`src/rtl/rst_seq.sv`:
```
// rst_seq: reset sequencer producing a stretched DUT reset with software re-reset handshake
//   clk         in   free-running clock
//   rst_n       in   raw reset, async, active-low
//   sw_rst_req  in   software reset request, level, 4-phase
//   rst_out_n   out  DUT reset, async assert, sync release
//   rst_active  out  registered inverse of rst_out_n
//   sw_rst_ack  out  software reset done, held until request drops
//   por_done    out  sticky once the power-on hold completes
//   sw_rst_cnt  out  completed software resets, modulo 256
module rst_seq #(
    parameter int SYNC_STAGES   = 2,
    parameter int HOLD_CYCLES   = 16,
    parameter int SW_RST_CYCLES = 8,
    parameter int CNT_W         = 8
) (
    input  logic       clk,
    input  logic       rst_n,
    input  logic       sw_rst_req,
    output logic       rst_out_n,
    output logic       rst_active,
    output logic       sw_rst_ack,
    output logic       por_done,
    output logic [7:0] sw_rst_cnt
);
    typedef enum logic [2:0] {ASSERT, HOLD, RUN, SW_HOLD, ACK} state_t;
    localparam logic [CNT_W-1:0] HOLD_LAST = CNT_W'(HOLD_CYCLES - 1);
    localparam logic [CNT_W-1:0] SW_LAST   = CNT_W'(SW_RST_CYCLES - 1);
    state_t                 state, state_nxt;
    logic [CNT_W-1:0]       cnt, cnt_nxt;
    logic [SYNC_STAGES-1:0] sync;
    logic                   out_nxt, ack_nxt, por_nxt;
    logic [7:0]             sw_cnt_nxt;
    always_ff @(posedge clk or negedge rst_n) begin
        if (!rst_n) begin
            state      <= ASSERT;
            cnt        <= '0;
            sync       <= '0;
            rst_out_n  <= 1'b0;
            rst_active <= 1'b1;
            sw_rst_ack <= 1'b0;
            por_done   <= 1'b0;
            sw_rst_cnt <= '0;
        end else begin
            state      <= state_nxt;
            cnt        <= cnt_nxt;
            sync       <= {sync[SYNC_STAGES-2:0], 1'b1};
            rst_out_n  <= out_nxt;
            rst_active <= ~out_nxt;
            sw_rst_ack <= ack_nxt;
            por_done   <= por_nxt;
            sw_rst_cnt <= sw_cnt_nxt;
        end
    end
    // The chain is "full" on the edge that shifts a 1 into its last stage,
    // so HOLD begins at edge SYNC_STAGES and release lands on SYNC_STAGES+HOLD_CYCLES.
    // A request already pending when the POR hold expires goes straight to
    // SW_HOLD so rst_out_n never pulses high for a single cycle.
    always_comb begin
        state_nxt = state;
        cnt_nxt   = cnt + 1'b1;
        case (state)
            ASSERT: begin
                cnt_nxt = '0;
                if (sync[SYNC_STAGES-2]) state_nxt = HOLD;
            end
            HOLD: if (cnt == HOLD_LAST) begin
                state_nxt = sw_rst_req ? SW_HOLD : RUN;
                cnt_nxt   = '0;
            end
            RUN: begin
                cnt_nxt = '0;
                if (sw_rst_req) state_nxt = SW_HOLD;
            end
            SW_HOLD: if (cnt == SW_LAST) begin
                state_nxt = ACK;
                cnt_nxt   = '0;
            end
            ACK: begin
                cnt_nxt = '0;
                if (!sw_rst_req) state_nxt = RUN;
            end
            default: begin
                state_nxt = ASSERT;
                cnt_nxt   = '0;
            end
        endcase
    end
    // Outputs are registered from the next state, so they change on the same
    // edge as the state and rst_out_n comes straight from a flop.
    always_comb begin
        out_nxt    = state_nxt == RUN || state_nxt == ACK;
        ack_nxt    = state_nxt == ACK;
        por_nxt    = por_done | (state == HOLD && state_nxt != HOLD);
        sw_cnt_nxt = sw_rst_cnt + 8'(state == SW_HOLD && state_nxt == ACK);
    end
endmodule

```
`config.mk`:
```
export PLATFORM = sky130hd
export DESIGN_NAME = rst_seq
export DESIGN_NICKNAME = d
export VERILOG_FILES = /design/src/rtl/rst_seq.sv
export SDC_FILE = /design/constraint.sdc
export NUM_CORES = 1
export LEC_CHECK = 0
export CORE_MARGIN = 3
export CORE_UTILIZATION = 57
export DETAILED_ROUTE_END_ITERATION = 10
export PLACE_DENSITY = 0.83
export SLEW_MARGIN = 20
export SYNTH_ARGS = -nofsm -noshare
export SYNTH_HDL_FRONTEND = slang
export SYNTH_SLANG_ARGS = --single-unit
```
`constraint.sdc`:
```
create_clock -name clk -period 5.1 [get_ports clk]
set_clock_uncertainty 0.1 [all_clocks]
set_input_delay 1.275 -clock clk [delete_from_list [all_inputs] [get_ports clk]]
set_output_delay 1.275 -clock clk [all_outputs]
set_load 0.01 [all_outputs]
```
==> reports/qor.csv <==
metric,value,unit
Power Density,459.3,nW/um^2
largest cells by area after synthesis,"dfrtp_1 (51%), xnor2_1 (5.5%), xor2_1 (4.7%), nor2_1 (4.3%), ha_1 (3.3%)",
Slew @ Worst Pin,508.1,ps
Slew HR,66.13,%
end of the worst register-to-register path,sw_rst_cnt[7],
cells after synthesis,95,
CP bufs+invs,1,
CTS resizes,0,
RD Place Congestion,0.7926,
vias in the first global route,728,
syn_area_per_cell,11.81,sq um
Initial Util,62.95,%
CTS Hold Bufs,0,
Max VDD drop,0.3513,mV
Final Cell Area,1329,sq um
Final period util,53.75,%
number of enable flip-flop cells after synthesis,0,
Fmax,364.8,MHz
slowest CP cell,dfstp_2,
std cell rows,15,
layout cells sized above 1,17.12,%
worst min path class,reg2reg,
worst hold start,cnt[0],
Sink Count,24,
R2R Path Start,cnt[4],
capturing element type of the critical path,output port,
hold path cells,1,
CP arrival,1370,ps
IO Pins,15,
hpwl dp,1.351,mm
Antenna diodes,0,
RSZ-0062 raised after global routing,no,
Die Y,50.38,um
Clock Latency Late Sink,300,ps
Seq cells post-synth,24,
first-pass GRT wire length,3.222,mm
clk root buf,clkbuf_4,
Setup TNS,0,ps
initial drt markers,3,
DRC,0,
"Seq/Total Area, Yosys",53.62,%
H-tree Lvls,1,
CTS buffer count,3,
via count,711,
Syn Nets,101,
Core ar.,1783,sq um
area occupied by multi-input gates,500.5,sq um
WP data required,3720,ps
Startpoint Class,flop,
vias per std cell,5.228,
fin. max-slew vios,0,
top cell type by total area after synthesis,dfrtp_1,
Final Hold Fails,0,
asr flop ratio synth,100.0,%
kind of critical path,reg2out,
All-Layer GR Usage,16.67,%
Reg area,601.8,sq um
met3 Use GR,2.967,%
drt pass-1 iters,2,
status,completed,
largest net degree at the start of global routing,25,
drt wl/cell,13.32,um
post-CTS setup buffers,0,
Pwr Total,610.3,uW
Antenna Nets Post-Route,0,
GR Util met2,29.57,%
CTS tree,yes,
synthesized area,1122,sq um
Port-buffer cells,14,
Synth warnings,0,
crit-path max FO,1,
cell depth of the worst flop-to-flop path,7,
Longest Clk Path Bufs,2,
max cap viols,0,
critical-path cell list,clkdlybuf4s50_1,
die width,50.38,um
minimum clock period,2741,ps
initial antenna violation count,0,
"Setup violations, final",0,
GRT overflow,0,
Synth top area share,51.28,%
Final Routed Wirelength,1.811,mm
distinct cell type count after synthesis,32,
"Reg clk slew, reported paths",130,ps
fillers,131,
Pleak,0.0006717,uW
Worst Hold Path EP,cnt[0],
nets,118,
M1 GR Usage,20.93,%
"CP delay by family, top",flip-flops,
dominant synthesized flop cell,dfrtp_1,
Max stage delay on crit path,540,ps
r2r setup slk,2800,ps
die footprint,2538,sq um
Top Usage Layer GRT,met2,
Area after DPL,1281,sq um
Area Overhead vs Synth,18.39,%
[power breakdown]
group	switching [uW]	internal, uW	leakage, uW	total, uW
clock network	52.9	79.4	0.0000279	132
registers	51.6	232	0.000312	284
logic	92.8	101	0.000331	194
total	197	413	0.000672	610
[logic make-up (layout without fill, tap and decap cells)]
logic type | Yosys count | count (layout) | share of synthesized area, %
muxes | 1 | 1 | 0.8919
adders and majority gates | 3 | 3 | 3.345
AOI/OAI and AO/OA | 10 | 10 | 8.919
other | 1 | 1 | 0.3341
and+or+nand+nor | 39 | 39 | 20.96
DFF | 24 | 24 | 53.62
xor gates and xnor gates | 13 | 13 | 10.14
buffers and inverters | 4 | 20 | 1.784
[final cells by class]
cell class	count	area share, %
Sequential cell	24	45.29
Multi-Input combinational cell	67	37.66
Timing Repair Buffer	14	10.17
Tap cell	25	2.354
Clock inverter	1	2.260
Clock buffer	3	1.695
Inverter	2	0.5650
[state kept, by name (all words and copies together) (netlist names)]
register	cells
sw_rst_cnt	8
cnt	8
por_done	1
rst_active	1
sw_rst_ack	1
state	3
rst_out_n	1
sync	1
[synthesized netlist by cell type, types with 2 or more instances]
cell type,instances
a21o_1,3
and2b_2,3
and3_1,3
and3_2,2
dfrtp_1,23
ha_1,3
inv_1,2
nand2_1,2
nand3_1,7
nor2_1,13
o21ai_0,2
xnor2_1,7
xor2_1,6
[cell usage in the layout, fill, tap and decap left out, types with 2 or more instances in the layout]
master	netlist	layout
o21ai_0	2	2
and3_1	3	3
ha_1	3	3
and2b_2	3	3
nor2_1	13	13
nand2_1	2	2
a21o_1	3	3
clkdlybuf4s50_1	0	13
and3_2	2	2
xnor2_1	7	7
nand3_1	7	7
dfrtp_1	23	23
xor2_1	6	6
clkbuf_4	1	3
inv_1	2	2
[worst max path at each step]
stage / from / to / slack [ps] / cells past startpoint
after floorplan: cnt[4] / sw_rst_cnt[7] / 3010 / 7
after global placement: sw_rst_req / rst_out_n / 2460 / 5
after detailed placement: sw_rst_req / rst_out_n / 2410 / 5
after CTS: rst_active / rst_active / 2340 / 1
after global routing: rst_active / rst_active / 2310 / 1
final: rst_active / rst_active / 2360 / 1
[routing by layer]
layer  up-vias  routed length [um]
li1        355                   -
met1       348                 836
met2         6                 929
met3         2                  39
met4         0                   6
met5         -                   0
[stage by stage]
| step | std cells | hold WS (ps) | util [%] | setup slack [ps] |
|---|---|---|---|---|
| detailed placement | 132 | 343.1 | 71.86 | 2415 |
| global route | 136 | 388.8 | 74.53 | 2311 |
| global placement | 132 | 335.5 | 71.86 | 2465 |
| CTS | 136 | 362.6 | 74.81 | 2336 |
| finish | 136 | 361.4 | 74.53 | 2359 |
| floorplan | 95 | 325.1 | - | 3006 |
No activity file was read; power rests on OpenSTA's default activity.
